[config.mk]
export PLATFORM = sky130hd
export DESIGN_NAME = fft_loader
export DESIGN_NICKNAME = d
export VERILOG_FILES = /design/src/rtl/fft_loader.sv
export SDC_FILE = /design/constraint.sdc
export NUM_CORES = 1
export LEC_CHECK = 0
export BUFFER_PORTS_ARGS = -buffer_cell sky130_fd_sc_hd__buf_2
export CORE_AREA = 2 2 135 137
export DETAILED_ROUTE_END_ITERATION = 6
export DIE_AREA = 0 0 137 139
export PLACE_DENSITY = 0.87
export REMOVE_ABC_BUFFERS = 1
export SETUP_SLACK_MARGIN = 0.4
export SYNTH_ARGS = -nofsm -noshare
export SYNTH_HDL_FRONTEND = slang
export SYNTH_SLANG_ARGS = --single-unit
[constraint.sdc]
create_clock -name clk -period 9.4 [get_ports clk]
set_clock_uncertainty 0.2 [all_clocks]
set_input_delay 0.47 -clock clk [delete_from_list [all_inputs] [get_ports clk]]
set_output_delay 0.47 -clock clk [all_outputs]
set_load 0.01 [all_outputs]
[src/rtl/fft_loader.sv]
// fft_loader: windows real samples with a registered Hann LUT, writes them bit-reversed
// into the FFT RAM with N_2 bits of headroom, then pulses fft_start and waits for fft_done.
module fft_loader #(
   parameter int width = 16,
   parameter int N_2 = 5
) (
   input  logic               clk,
   input  logic               reset,
   input  logic [width-1:0]   sample_in,
   input  logic               sample_valid,
   output logic               sample_ready,
   output logic [N_2-1:0]     hann_idx,
   input  logic [width-1:0]   hann_coef,
   output logic               we,
   output logic [N_2-1:0]     wadr,
   output logic [2*width-1:0] wd,
   output logic               fft_start,
   input  logic               fft_done
);
   localparam int N = 1 << N_2;
   typedef enum logic {LOAD, WAIT_DONE} state_t;
   state_t state, state_nx;
   logic [N_2:0] k;
   logic accept, s1_v, s1_last, we_q, we_last, start_q;
   logic signed [width-1:0] s1_x;
   logic [N_2-1:0] s1_adr, wadr_q;
   logic [2*width-1:0] wd_q;
   logic signed [2*width:0] prod;
   logic signed [width-1:0] re;

   function automatic logic [N_2-1:0] bitrev(input logic [N_2-1:0] a);
      for (int i = 0; i < N_2; i++) bitrev[i] = a[N_2-1-i];
   endfunction

   always_ff @(posedge clk) state <= reset ? LOAD : state_nx;

   always_comb state_nx = (state == LOAD && we_q && we_last) ? WAIT_DONE :
                          (state == WAIT_DONE && fft_done) ? LOAD : state;

   // outputs are forced quiet while reset is held, even if a write was already registered
   always_comb begin
      sample_ready = state == LOAD && k < (N_2+1)'(N) && !reset;
      hann_idx = k[N_2-1:0];
      we = we_q && !reset;
      wadr = reset ? '0 : wadr_q;
      wd = reset ? '0 : wd_q;
      fft_start = start_q && !reset;
   end

   assign accept = sample_valid && sample_ready;
   assign prod = $signed(s1_x) * $signed({1'b0, hann_coef});
   assign re = width'((prod >>> width) >>> N_2);

   always_ff @(posedge clk) begin
      if (reset) begin
         k <= '0;
         s1_v <= 1'b0;
         s1_last <= 1'b0;
         s1_x <= '0;
         s1_adr <= '0;
         we_q <= 1'b0;
         we_last <= 1'b0;
         wadr_q <= '0;
         wd_q <= '0;
         start_q <= 1'b0;
      end else begin
         s1_v <= accept;
         s1_last <= accept && k == (N_2+1)'(N-1);
         if (accept) begin
            s1_x <= sample_in;
            s1_adr <= bitrev(k[N_2-1:0]);
         end
         we_q <= s1_v;
         we_last <= s1_v && s1_last;
         if (s1_v) begin
            wadr_q <= s1_adr;
            wd_q <= {re, {width{1'b0}}};
         end
         start_q <= we_q && we_last;
         k <= accept ? k + 1'b1 : (state == WAIT_DONE && fft_done) ? '0 : k;
      end
   end
endmodule

### Yosys cells after proc, flatten, opt, wreduce, memory -nomap -nowiden

Cells that the tools add are included.

| storage, ports and cells | value |
|---|---|
| output and inout port bits | 45 |
| register bits | 50 |

| cells by class | value |
|---|---|
| equality and inequality tests | 1 |
| bitwise gates (word level) | 1 |
| add/sub/neg operators | 1 |
| multiply operators | 1 |
| reductions and logical operators | 14 |
| mux-type cells | 6 |
| $lt $le $gt $ge | 1 |

Operators with widths:

| cell | number |
|---|---|
| multiplier 16 x 17 -> 33 bit | 1 |
| two-way mux 32 bit | 1 |
| two-way mux 6 bit | 2 |
| logical AND 1 bit | 11 |
| adder 6 x 1 -> 6 bit, second input constant | 1 |
| == test 6 x 5 -> 1 bit, second input constant | 1 |
| < comparator 6 bit, second input constant | 1 |
| two-way mux 5 bit | 1 |
| nonzero test 2 bit | 2 |
| two-way mux 1 bit | 2 |
| logical NOT 1 bit | 1 |
| inverter 1 bit | 1 |

### Logic depth before layout (Yosys ltp)

Gate-level depths: netlist of the first run.

| depth | value |
|---|---|
| depth after elaboration | 5 |
| gate-level depth with buffers | 23 |
| depth with buffers taken out | 21 |

### Least setup slack after synthesis of the first run

OpenSTA, ideal clock, no wires.

| path | value |
|---|---|
| kind | register to register |
| start | register s1_x[7] |
| end | register wd_q[20] |
| data required time | 9.138 ns |
| arrival | 5.895 ns |
| path slack | 3.244 ns |
| cell stages (with the launch flop) | 22 |
| clock period less this slack | 6.156 ns |
| buffers on the path | 2 |
| path through | dfxtp_1 -> clkbuf_1 -> clkbuf_1 -> nand2_1 -> fa_1 -> inv_1 -> fa_1 -> fa_1 -> fa_1 -> fa_1 -> inv_1 -> fa_1 -> inv_1 -> ha_1 -> a21o_1 -> a21o_1 -> a2111oi_2 -> o311a_1 -> o21bai_1 -> a21o_1 -> or4_1 -> nand3_1 |

| between the ends | value |
|---|---|
| word-level cells in the longest chain between the ends | 1 |

RTL lines:

| item | line | source |
|---|---|---|
| from (decl) | 25 | `logic signed [width-1:0] s1_x;` |
| from (signal assigned) | 70 | `s1_x <= sample_in;` |
| multiplier 16 x 17 -> 33 bit | 51 | `assign prod = $signed(s1_x) * $signed({1'b0, hann_coef});` |
| to (signal assigned) | 77 | `wd_q <= {re, {width{1'b0}}};` |
| to (decl) | 27 | `logic [2*width-1:0] wd_q;` |

Every way passes these cells.
A chain may end at the register's enable or synchronous reset.

### Worst setup path after layout of the first run

| path | value |
|---|---|
| start | register s1_x[8] |
| end | register wd_q[19] |

Same word-level chain as after synthesis.

==> results of run 1 <==
## worst max-delay path by stage
stage                                 end  slack, ps                  from  cells past startpoint
global route        wd_q[19]$_SDFFE_PP0P_       2460  s1_x[8]$_SDFFE_PP0P_                     18
detailed placement  wd_q[20]$_SDFFE_PP0P_       2840  s1_x[8]$_SDFFE_PP0P_                     19
finish              wd_q[19]$_SDFFE_PP0P_       2730  s1_x[8]$_SDFFE_PP0P_                     18
CTS                 wd_q[27]$_SDFFE_PP0P_       2830  s1_x[8]$_SDFFE_PP0P_                     19
global placement    wd_q[27]$_SDFFE_PP0P_       2960         hann_coef[10]                     20
floorplan           wd_q[20]$_SDFFE_PP0P_       3440  s1_x[1]$_SDFFE_PP0P_                     19
## registers in the layout, summed over array words and instances, names as in the netlist
signal   count
s1_x        16
wd_q        12
k            6
s1_adr       5
wadr_q       5
s1_last      1
s1_v         1
start_q      1
state        1
we_last      1
we_q         1
## cell type report
| cell class | instances | area, um2 | area share, % |
|---|---|---|---|
| multi-input combinational | 879 | 8390 | 75.7 |
| sequential | 50 | 1000 | 9.04 |
| inverter | 244 | 916 | 8.27 |
| timing repair buffer | 66 | 335 | 3.03 |
| tap | 229 | 287 | 2.59 |
| clock buffer | 5 | 125 | 1.13 |
| clock inverter | 3 | 22.5 | 0.203 |
## Yosys cell counts, types with 2 or more instances
master / n
inv_1: 242
fa_1: 193
nand2_1: 192
ha_1: 120
and2_1: 114
a21oi_1: 53
dfxtp_1: 50
clkbuf_1: 48
nor2_1: 38
buf_4: 25
nor2b_1: 22
a21o_1: 19
nand3_1: 16
mux2i_1: 11
o21ai_0: 10
nand2b_1: 9
nand4_1: 5
xnor2_1: 5
and3_1: 4
nor3_1: 4
nor3b_1: 4
xor2_1: 4
a211o_1: 3
a211oi_1: 3
o211ai_1: 3
or3_1: 3
a2bb2oi_1: 2
nand3b_1: 2
o21a_1: 2
o21ai_1: 2
## layer usage
| metal | wire (um) | share of wire [%] | global-route usage [%] |
|---|---|---|---|
| met5 | 0 | 0 | 0 |
| met3 | 1710 | 7.1 | 3.03 |
| met1 | 9360 | 39 | 35.2 |
| met2 | 12200 | 50 | 46.4 |
| met4 | 908 | 3.8 | 9.98 |
## cells by family after synthesis
| kind of cell | share of synthesized area (%) |
|---|---|
| AO/OA/AOI/OAI | 6.85 |
| XOR/XNOR | 0.742 |
| adder cells (fa/ha/maj) | 50.5 |
| buffers and inverters | 12.1 |
| flip-flops | 9.43 |
| multiplexers | 1.04 |
| other | 0.0353 |
| AND/OR/NAND/NOR | 19.3 |
## worst max-delay path, cell delays in order, from the launching register on
cell      delay (ps)
dfxtp_1          940
nand2_1          190
fa_1             540
fa_1             520
inv_1             50
fa_1             550
fa_1             420
fa_1             490
inv_1             50
fa_1             480
inv_1             50
ha_1             320
nand3_1          190
nor3_2           310
inv_1             90
o311ai_2         530
a21oi_1          170
or3_1            330
a31oi_1          160
## per-stage QoR
step	cell area [um2]	setup slack [ps]	cells	utilization, %
global placement	10900	2960	1468	61.9
finish	11100	2730	1476	62.7
global route	11100	2460	1476	62.7
CTS	11100	2830	1476	62.7
floorplan	10300	3440	1173	-
detailed placement	10900	2840	1468	61.9
## power by group through the flow
stage	logic [mW]	clock network, mW	registers [mW]
after CTS	0.472	0.184	0.239
after floorplan	0.336	0	0.235
after detailed placement	0.465	0	0.244
after global routing	0.544	0.193	0.242
after global placement	0.446	0	0.243
final	0.470	0.183	0.241
==> results.md, run 1 <==
- Startpoint class of the critical path: register
- R2R depth: 18
- Clock group share of total power: 20.5%
- Synth Flop Type: dfxtp_1
- Avg Cell Area, Syn: 8.62 um2
- Worst slew pin tran: 933 ps
- Hold-fix buffers, CTS: 0
- DIE AREA: 0.0190 mm2
- Final Hold Fails: 0
- Hold path depth: 3
- I/O pin cnt: 81
- Clock period minus worst slack: 6670 ps
- Area growth, synth to finish: 4.28%
- Min-delay src: sample_in[6]
- Antenna-violating nets left: 0
- EDFF count, synth: 0
- Largest net degree at the start of global routing: 70
- Lkg Pwr: 5.90 nW
- Worst skew pair latency: 290 ps
- Reg2reg end: wd_q[19]$_SDFFE_PP0P_
- Yosys top cell by area: fa_1
- Synth Instances: 1232
- Routed WL per cell: 16.3 um
- GRT Total Usage: 27.1%
- DP HPWL: 18900 um
- DRC viols: 0
- Worst hold slack: 217 ps
- Yosys Warn Count: 0
- First-pass GRT wire length: 41700 um
- Max capacitance violation total: 0
- Die width: 137 um
- Synth Register Bits: 50
- TNS Setup: 0 ps
- Comb pwr share: 52.6%
- Sink of the worst hold path: s1_x[6]$_SDFFE_PP0P_
- Post-layout nets: 1595
- TritonCTS Buffers: 5
- GP Congestion: 0.871
- Peak VDD IR: 113 uV
- Drt pass-1 iters: 5
- Clock slew at reported path FFs: 70 ps
- Most common cell after layout, fill and taps aside: inv_1
- Post-CTS Repair Setup Buffers: 0
- Fin. max-slew vios: 0
- Antenna violations before repair: 0
- CP Capture Type: register
- Fill cells: 1474
- Vias: 8214
- Top cells by area, synth: fa_1, ha_1, dfxtp_1, inv_1, nand2_1
- 1st-iter DRT viols: 553
- Number of global-route vias before repair: 8846
- Grt total ovfl: 0
- Int Pwr: 506 uW
- Power Density: 80.7 mW/mm2
- Commonest non-fill, non-tap cells in the layout: inv_1, fa_1, nand2_1
- CTS Root Cell: clkbuf_16
- Clk sinks: 50
- Core Box Area: 0.0177 mm2
- CP Data Arrival Time: 6680 ps
- Reg2reg setup slack: 2730 ps
- Register share of total power: 26.9%
- Async SR Flop Fraction: 0%
- Initial core utilization: 60.1%
- Critical path type: register to register
- H-tree depth: 2
- Port Buffer Count: 64
- Switching share of power: 43.4%
- Final Total Pwr: 894 uW
- DIE HEIGHT: 139 um
- Post-synth cell types: 54
- Fmax: 150 MHz
- Layout cells sized above 1: 6.58%
- Post-synth top area share: 36.4%
- Clk buf depth: 2
- Via density per instance: 5.57
- DRT Wirelength: 24100 um
- Final Cycle Share: 70.9%
- Synth Cell Area: 0.0106 mm2
- CTS tree: done
- Antenna cells: 0
- Worst-path maximum fanout: 17
- Status: finished, final reports clean
- Net switching power: 387 uW
- WP data required: 9410 ps
- RSZ-0062 raised after global routing: no
- Hold Path Class: input port to register
- Post-CTS sizing: 0
- Rel. slew slack: 37.7%
- Part of the Yosys area used for sequential elements: 9.43%
- Endpoints failing setup: 0
- Worst reg2reg path startpoint: s1_x[8]$_SDFFE_PP0P_
- Rows: 49
Power figures use the tool's default switching activity.
==> run 2, diff against run 1 <==
--- a/config.mk
+++ b/config.mk
@@ -6,10 +6,10 @@
 export NUM_CORES = 1
 export LEC_CHECK = 0
 export BUFFER_PORTS_ARGS = -buffer_cell sky130_fd_sc_hd__buf_2
-export CORE_AREA = 2 2 135 137
+export CORE_AREA = 2 2 140 142
 export DETAILED_ROUTE_END_ITERATION = 6
-export DIE_AREA = 0 0 137 139
-export PLACE_DENSITY = 0.87
+export DIE_AREA = 0 0 142 144
+export PLACE_DENSITY = 0.85
 export REMOVE_ABC_BUFFERS = 1
 export SETUP_SLACK_MARGIN = 0.4
 export SYNTH_ARGS = -nofsm -noshare
==> constraint.sdc (replaced) <==
create_clock -name clk -period 5.84 [get_ports clk]
set_clock_uncertainty 0.2 [all_clocks]
set_input_delay 0.292 -clock clk [delete_from_list [all_inputs] [get_ports clk]]
set_output_delay 0.292 -clock clk [all_outputs]
set_load 0.01 [all_outputs]
==> run 2 against run 1 <==
- the run now ends with negative setup slack left
- via count is 6.0% higher
- die area is 7.4% higher
- non-clock buffer count is 103 higher
- sequential power is 52% higher
- first-iteration DRC count is 0.90% lower
- final cell count is 7.6% higher
- register-to-register slack worse by 3000 ps
- total power is 93% higher
- flip-flop and latch count stayed put
- clock-buffer cell count stayed put
==> results.md, run 2 (synthesis gave the netlist of run 1 again) <==
- Clk buf depth: 2 (unchanged)
- Post-layout nets: 1698 (was 1595)
- Area growth, synth to finish: 15.6% (was 4.28%)
- DP HPWL: 21700 um (was 18900 um)
- TNS Setup: -1040 ps (was 0 ps)
- Clock group share of total power: 17.9% (was 20.5%)
- Placed Cells: 1574 (was 1468)
- GP Congestion: 0.899 (was 0.871)
- CP Data Arrival Time: 6050 ps (was 6680 ps)
- Drt pass-1 iters: 6 (was 5)
- Fin. max-slew vios: 0 (unchanged)
- Hold Path Class: input port to register (unchanged)
- Lkg Pwr: 6.54 nW (was 5.90 nW)
- Worst skew pair latency: 300 ps (was 290 ps)
- Fin area: 0.0123 mm2 (was 0.0111 mm2)
- WP data required: 5830 ps (was 9410 ps)
- R2R depth: 22 (was 18)
- Final Total Pwr: 1.73 mW (was 894 uW)
- Reg2reg setup slack: -220 ps (was 2730 ps)
- Switching share of power: 43.3% (was 43.4%)
- Clk sinks: 50 (unchanged)
- Highest cell delay on the worst timing path: 530 ps (was 940 ps)
- Final Util: 64.4% (was 62.7%)
- DRC viols: 0 (unchanged)
- First-pass GRT wire length: 43400 um (was 41700 um)
- CTS Root Cell: clkbuf_16 (unchanged)
- Die width: 142 um (was 137 um)
- Status: finished, violations left (was finished, final reports clean)
- Worst hold slack: 16.6 ps (was 217 ps)
- CTS tree: done (unchanged)
- Power Density: 141 mW/mm2 (was 80.7 mW/mm2)
- Top flop regs: s1_x: 16 flops, wd_q: 12 flops, k: 6 flops (unchanged)
- Worst-path maximum fanout: 8 (was 17)
- DRT Wirelength: 27200 um (was 24100 um)
- Largest register FFs: 16 (unchanged)
- I/O pin cnt: 81 (unchanged)
- Worst setup path end: wd_q[24]$_SDFFE_PP0P_ (was wd_q[19]$_SDFFE_PP0P_)
- Clock period minus worst slack: 6060 ps (was 6670 ps)
- Routed WL per cell: 17.2 um (was 16.3 um)
- Net switching power: 750 uW (was 387 uW)
- Rows: 51 (was 49)
- Antenna violations before repair: 0 (unchanged)
- Peak VDD IR: 241 uV (was 113 uV)
- Number of global-route vias before repair: 9328 (was 8846)
- Grt total ovfl: 0 (unchanged)
- Final WS setup: -221 ps (was 2730 ps)
- Final Hold Fails: 0 (unchanged)
- Register share of total power: 21.2% (was 26.9%)
- Final Cycle Share: 104% (was 70.9%)
- GRT Total Usage: 27.0% (was 27.1%)
- Layout cells sized above 1: 17.6% (was 6.58%)
- Critical-path cell list: buf_12 -> and2_1 -> fa_1 -> inv_1 -> fa_2 -> fa_1 -> inv_1 -> fa_1 -> fa_1 -> inv_1 -> fa_1 -> inv_1 -> ha_1 -> buf_4 -> nand4_1 -> nor2_2 -> nand3_1 -> o211ai_1 -> a221o_1 -> nor2_4 -> buf_6 -> a311o_1 (was nand2_1 -> fa_1 -> fa_1 -> inv_1 -> fa_1 -> fa_1 -> fa_1 -> inv_1 -> fa_1 -> inv_1 -> ha_1 -> nand3_1 -> nor3_2 -> inv_1 -> o311ai_2 -> a21oi_1 -> or3_1 -> a31oi_1)
- Initial core utilization: 55.7% (was 60.1%)
- Critical path's most frequent cell: fa_1 (unchanged)
- CP Capture Type: register (unchanged)
- Startpoint class of the critical path: register (unchanged)
- Rel. slew slack: 53.9% (was 37.7%)
- Worst reg2reg path startpoint: s1_x[4]$_SDFFE_PP0P_ (was s1_x[8]$_SDFFE_PP0P_)
- Critical path type: register to register (unchanged)
- 1st-iter DRT viols: 548 (was 553)
- Worst slack, placed: -456 ps (was 2840 ps)
- Worst slew pin tran: 691 ps (was 933 ps)
- DIE AREA: 0.0204 mm2 (was 0.0190 mm2)
- Worst Setup SP: s1_x[4]$_SDFFE_PP0P_ (was s1_x[8]$_SDFFE_PP0P_)
- Comb pwr share: 60.8% (was 52.6%)
- Most common cell after layout, fill and taps aside: inv_1 (unchanged)
- Port Buffer Count: 64 (unchanged)
- Endpoints failing setup: 10 (was 0)
- Fmax: 165 MHz (was 150 MHz)
- Reg2reg end: wd_q[24]$_SDFFE_PP0P_ (was wd_q[19]$_SDFFE_PP0P_)
- DIE HEIGHT: 144 um (was 139 um)
- H-tree depth: 2 (unchanged)
- Largest net degree at the start of global routing: 69 (was 70)
- Crit-path slowest cell: fa_1 (was dfxtp_1)
- Most flops, register: s1_x (unchanged)
- Antenna cells: 0 (unchanged)
- Commonest non-fill, non-tap cells in the layout: inv_1, nand2_1, fa_1 (was inv_1, fa_1, nand2_1)
- Vias: 8705 (was 8214)
- Via density per instance: 5.48 (was 5.57)
- Post-route insts no fill: 1588 (was 1476)
- Antenna-violating nets left: 0 (unchanged)
- RSZ-0062 raised after global routing: yes (was no)
- Core Box Area: 0.0191 mm2 (was 0.0177 mm2)
- Area post-placement: 0.0118 mm2 (was 0.0109 mm2)
- TritonCTS Buffers: 5 (unchanged)
- Fill cells: 1450 (was 1474)
- Failing checks: negative setup slack
- Max capacitance violation total: 0 (unchanged)
- Int Pwr: 980 uW (was 506 uW)
- Hold path depth: 3 (unchanged)
- Clock slew at reported path FFs: 70 ps (about the same)
run 2: cell types whose count changed in the layout (fill, tap and decap cells not counted), moves of 5 or more:
| cell | delta |
|---|---|
| buf_6 | +5 |
| buf_4 | +89 |
| a21oi_1 | -5 |
| dfxtp_1 | -11 |
| and2_4 | +6 |
| buf_12 | +9 |
| inv_1 | -8 |
| ha_1 | -7 |
| inv_2 | +8 |
| ha_4 | +7 |
| and2_1 | -6 |
| dfxtp_2 | +8 |
run 2: area by class of cell:
cell class | count | area [um2] | share of cell area (%)
timing repair buffer | 169 | 1240 | 10.1
clock inverter | 3 | 28.8 | 0.234
tap | 238 | 298 | 2.43
multi-input combinational | 879 | 8650 | 70.4
inverter | 244 | 916 | 7.46
sequential | 50 | 1020 | 8.32
clock buffer | 5 | 125 | 1.02
run 2: power by group through the flow:
stage,Clock (mW),Combinational [mW],Sequential [mW]
CTS,0.317,0.952,0.366
finish,0.310,1.05,0.367
global placement,0,0.858,0.374
floorplan,0,0.541,0.379
detailed placement,0,0.889,0.374
global route,0.330,1.16,0.368
run 2: routing by layer:
| metal | global-route usage, % | wire length [um] | vias to the layer above |
|---|---|---|---|
| met5 | 0 | 0 | - |
| met4 | 12.1 | 1340 | 0 |
| met3 | 4.04 | 1740 | 91 |
| met2 | 49.8 | 14200 | 351 |
| met1 | 31.1 | 9910 | 4327 |
| li1 | - | - | 3936 |
run 2: critical path: cells and delay by family (launching register included):
kind	cells	cell delay, ps
flip-flops	1	340
AO/OA/AOI/OAI	3	870
buffers and inverters	7	590
AND/OR/NAND/NOR	5	620
adder cells (fa/ha/maj)	7	3320
run 2: worst min path at each step:
stage,from,endpoint,slack [ps]
finish,sample_in[1],s1_x[1]$_SDFFE_PP0P_,20
global route,sample_in[15],s1_x[15]$_SDFFE_PP0P_,30
CTS,sample_in[1],s1_x[1]$_SDFFE_PP0P_,10
detailed placement,s1_last$_SDFF_PP0_,we_last$_SDFF_PP0_,230
global placement,s1_last$_SDFF_PP0_,we_last$_SDFF_PP0_,230
floorplan,reset,k[1]$_SDFFE_PP0P_,160
run 2: repair_timing:
| action | 4_1_cts | 5_1_grt |
|---|---|---|
| endpoints found under the hold margin | 0 | 0 |
| endpoints found under the setup margin | 12 | 12 |
| buffers inserted | 3 | 3 |
| pin swaps | 29 | 37 |
| hold buffers | 0 | 0 |
| gates resized for setup | 36 | 40 |
==> run 3, diff against run 2 <==
--- a/config.mk
+++ b/config.mk
@@ -9,6 +9,7 @@
 export CORE_AREA = 2 2 140 142
 export DETAILED_ROUTE_END_ITERATION = 6
 export DIE_AREA = 0 0 142 144
+export GPL_TIMING_DRIVEN = 0
 export PLACE_DENSITY = 0.85
 export REMOVE_ABC_BUFFERS = 1
 export SETUP_SLACK_MARGIN = 0.4
==> run 3 against run 2 <==
- sequential power grew 2%
- total power is 1.6% lower
- the run still ends with negative setup slack left
- design area shrank 2.6%
- final cell count is 3.0% lower
- worst hold slack gained 15 ps
- setup slack got worse by 1.4 ps
- critical path depth down 1
- clock-buffer cell count is 1 higher
- clock power rose by 5%
- combinational power is 5% lower
==> results.md, run 3 (synthesis gave the netlist of run 1 again) <==
- DP HPWL: 18500 um (was 21700 um)
- Antenna violations before repair: 1 (was 0)
- Most common cell after layout, fill and taps aside: inv_1 (unchanged)
- Final WS setup: -223 ps (was -221 ps)
- Most flops, register: s1_x (unchanged)
- Worst hold slack: 31.7 ps (was 16.6 ps)
- Area growth, synth to finish: 12.6% (was 15.6%)
- Final Total Pwr: 1.70 mW (was 1.73 mW)
- Peak VDD IR: 176 uV (was 241 uV)
- Placed Cells: 1475 (was 1574)
- Max capacitance violation total: 0 (unchanged)
- Largest net degree at the start of global routing: 70 (was 69)
- Final Cycle Share: 104% (about the same)
- Port Buffer Count: 64 (unchanged)
- Core Box Area: 0.0191 mm2 (unchanged)
- Commonest non-fill, non-tap cells in the layout: inv_1, nand2_1, fa_1 (unchanged)
- Initial core utilization: 55.7% (unchanged)
- Hold-fix buffers, CTS: 0 (unchanged)
- WP data required: 5850 ps (was 5830 ps)
- DRT Wirelength: 28500 um (was 27200 um)
- Critical path's most frequent cell: fa_1 (unchanged)
- Clk buf depth: 2 (unchanged)
- Worst skew pair latency: 290 ps (was 300 ps)
- DIE AREA: 0.0204 mm2 (unchanged)
- Lkg Pwr: 6.28 nW (was 6.54 nW)
- Worst slew pin tran: 1110 ps (was 691 ps)
- Worst-path maximum fanout: 4 (was 8)
- Die width: 142 um (unchanged)
- Grt total ovfl: 0 (unchanged)
- Rows: 51 (unchanged)
- Post-layout nets: 1650 (was 1698)
- H-tree depth: 2 (unchanged)
- Top flop regs: s1_x: 16 flops, wd_q: 12 flops, k: 6 flops (unchanged)
- RSZ-0062 raised after global routing: yes (unchanged)
- Crit-path slowest cell: fa_1 (unchanged)
- Delay-heaviest family, CP: adder cells (unchanged)
- DRC viols: 0 (unchanged)
- Post-route insts no fill: 1540 (was 1588)
- Via density per instance: 5.71 (was 5.48)
- CP Capture Type: register (unchanged)
- CTS Root Cell: clkbuf_16 (unchanged)
- I/O pin cnt: 81 (unchanged)
- Antenna-violating nets left: 0 (unchanged)
- Clock slew at reported path FFs: 70 ps (about the same)
- Fin. max-slew vios: 0 (unchanged)
- Vias: 8788 (was 8705)
- Rel. slew slack: 26.3% (was 53.9%)
- Clk sinks: 50 (unchanged)
- Drt pass-1 iters: 6 (unchanged)
- Critical path type: register to register (unchanged)
- Power Density: 142 mW/mm2 (was 141 mW/mm2)
- Number of global-route vias before repair: 9389 (was 9328)
- TritonCTS Buffers: 5 (unchanged)
- Largest register FFs: 16 (unchanged)
- Area post-placement: 0.0109 mm2 (was 0.0118 mm2)
- CP Buf/Inv Count: 5 (was 7)
- GRT Total Usage: 28.6% (was 27.0%)
- Routed WL per cell: 18.5 um (was 17.2 um)
- Highest cell delay on the worst timing path: 530 ps (about the same)
- Critical-path cell list: buf_12 -> and2_4 -> fa_1 -> inv_1 -> fa_1 -> inv_1 -> fa_1 -> fa_2 -> fa_1 -> inv_1 -> fa_1 -> inv_2 -> ha_4 -> nand3_4 -> nor2_2 -> o211ai_1 -> a21oi_2 -> a211o_1 -> a41o_1 -> or4b_1 -> o211ai_1 (was buf_12 -> and2_1 -> fa_1 -> inv_1 -> fa_2 -> fa_1 -> inv_1 -> fa_1 -> fa_1 -> inv_1 -> fa_1 -> inv_1 -> ha_1 -> buf_4 -> nand4_1 -> nor2_2 -> nand3_1 -> o211ai_1 -> a221o_1 -> nor2_4 -> buf_6 -> a311o_1)
- Startpoint class of the critical path: register (unchanged)
- Final Util: 62.7% (was 64.4%)
- Fmax: 165 MHz (about the same)
- GP Congestion: 0.893 (was 0.899)
- Final Hold Fails: 0 (unchanged)
- Endpoints failing setup: 11 (was 10)
- 1st-iter DRT viols: 609 (was 548)
- CP Data Arrival Time: 6070 ps (was 6050 ps)
- DIE HEIGHT: 144 um (unchanged)
- Antenna cells: 0 (unchanged)
- Clock period minus worst slack: 6060 ps (about the same)
- First-pass GRT wire length: 45500 um (was 43400 um)
- Hold Path Class: input port to register (unchanged)
- Layout cells sized above 1: 16.7% (was 17.6%)
- Failing checks: negative setup slack (unchanged)
- Status: finished, violations left (unchanged)
- CTS tree: done (unchanged)
- Fin area: 0.0120 mm2 (was 0.0123 mm2)
## run 3: path summary, 6_finish.rpt
path / from / to / slack (ps) / depth (start not counted)
worst max-delay path: s1_x[4]$_SDFFE_PP0P_ / wd_q[23]$_SDFFE_PP0P_ / -220 / 21
worst min-delay path: sample_in[12] / s1_x[12]$_SDFFE_PP0P_ / 30 / 3
worst max register to register: s1_x[4]$_SDFFE_PP0P_ / wd_q[23]$_SDFFE_PP0P_ / -220 / 21
worst min register to register: s1_last$_SDFF_PP0_ / we_last$_SDFF_PP0_ / 240 / 1
## run 3: final cells by class
type | instances | area [um2]
tap | 238 | 298
multi-input combinational | 879 | 8700
inverter | 244 | 918
timing repair buffer | 121 | 823
fill | 1458 | 7120
clock inverter | 2 | 37.5
sequential | 50 | 1060
clock buffer | 6 | 129
## run 3: timing repair
item | CTS | global route
gates resized for setup | 95 | 26
pin swaps | 60 | 15
endpoints found under the setup margin | 12 | 12
setup buffers | 50 | 7
endpoints found under the hold margin | 0 | 0
## run 3: power breakdown
| part | switching [mW] | internal [mW] |
|---|---|---|
| clock | 0.124 | 0.202 |
| sequential | 0.0244 | 0.350 |
| combinational | 0.589 | 0.411 |
## run 3: worst reg2reg max path, cell delays in order, from the launching register on
cell and delay (ps):
dfxtp_4 360, buf_12 130, and2_4 140, fa_1 520, inv_1 50, fa_1 480
inv_1 50, fa_1 520, fa_2 450, fa_1 500, inv_1 50, fa_1 530
inv_2 70, ha_4 290, nand3_4 110, nor2_2 180, o211ai_1 120, a21oi_2 200
a211o_1 220, a41o_1 240, or4b_1 460, o211ai_1 100
## run 3: routing by layer
metal / vias up / global-route usage (%) / routed length [um]
met5: - / 0 / 0
met4: 0 / 17.9 / 2010
met3: 155 / 4.24 / 2090
met2: 417 / 49.8 / 14000
met1: 4366 / 33.4 / 10300
li1: 3850 / - / -
## run 3: metrics by stage
stage / setup WS, ps / TNS [ps]
after floorplan: -120 / -154
after global placement: -701 / -5680
after detailed placement: -782 / -7040
after CTS: -120 / -493
after global routing: -363 / -3100
final: -223 / -1350
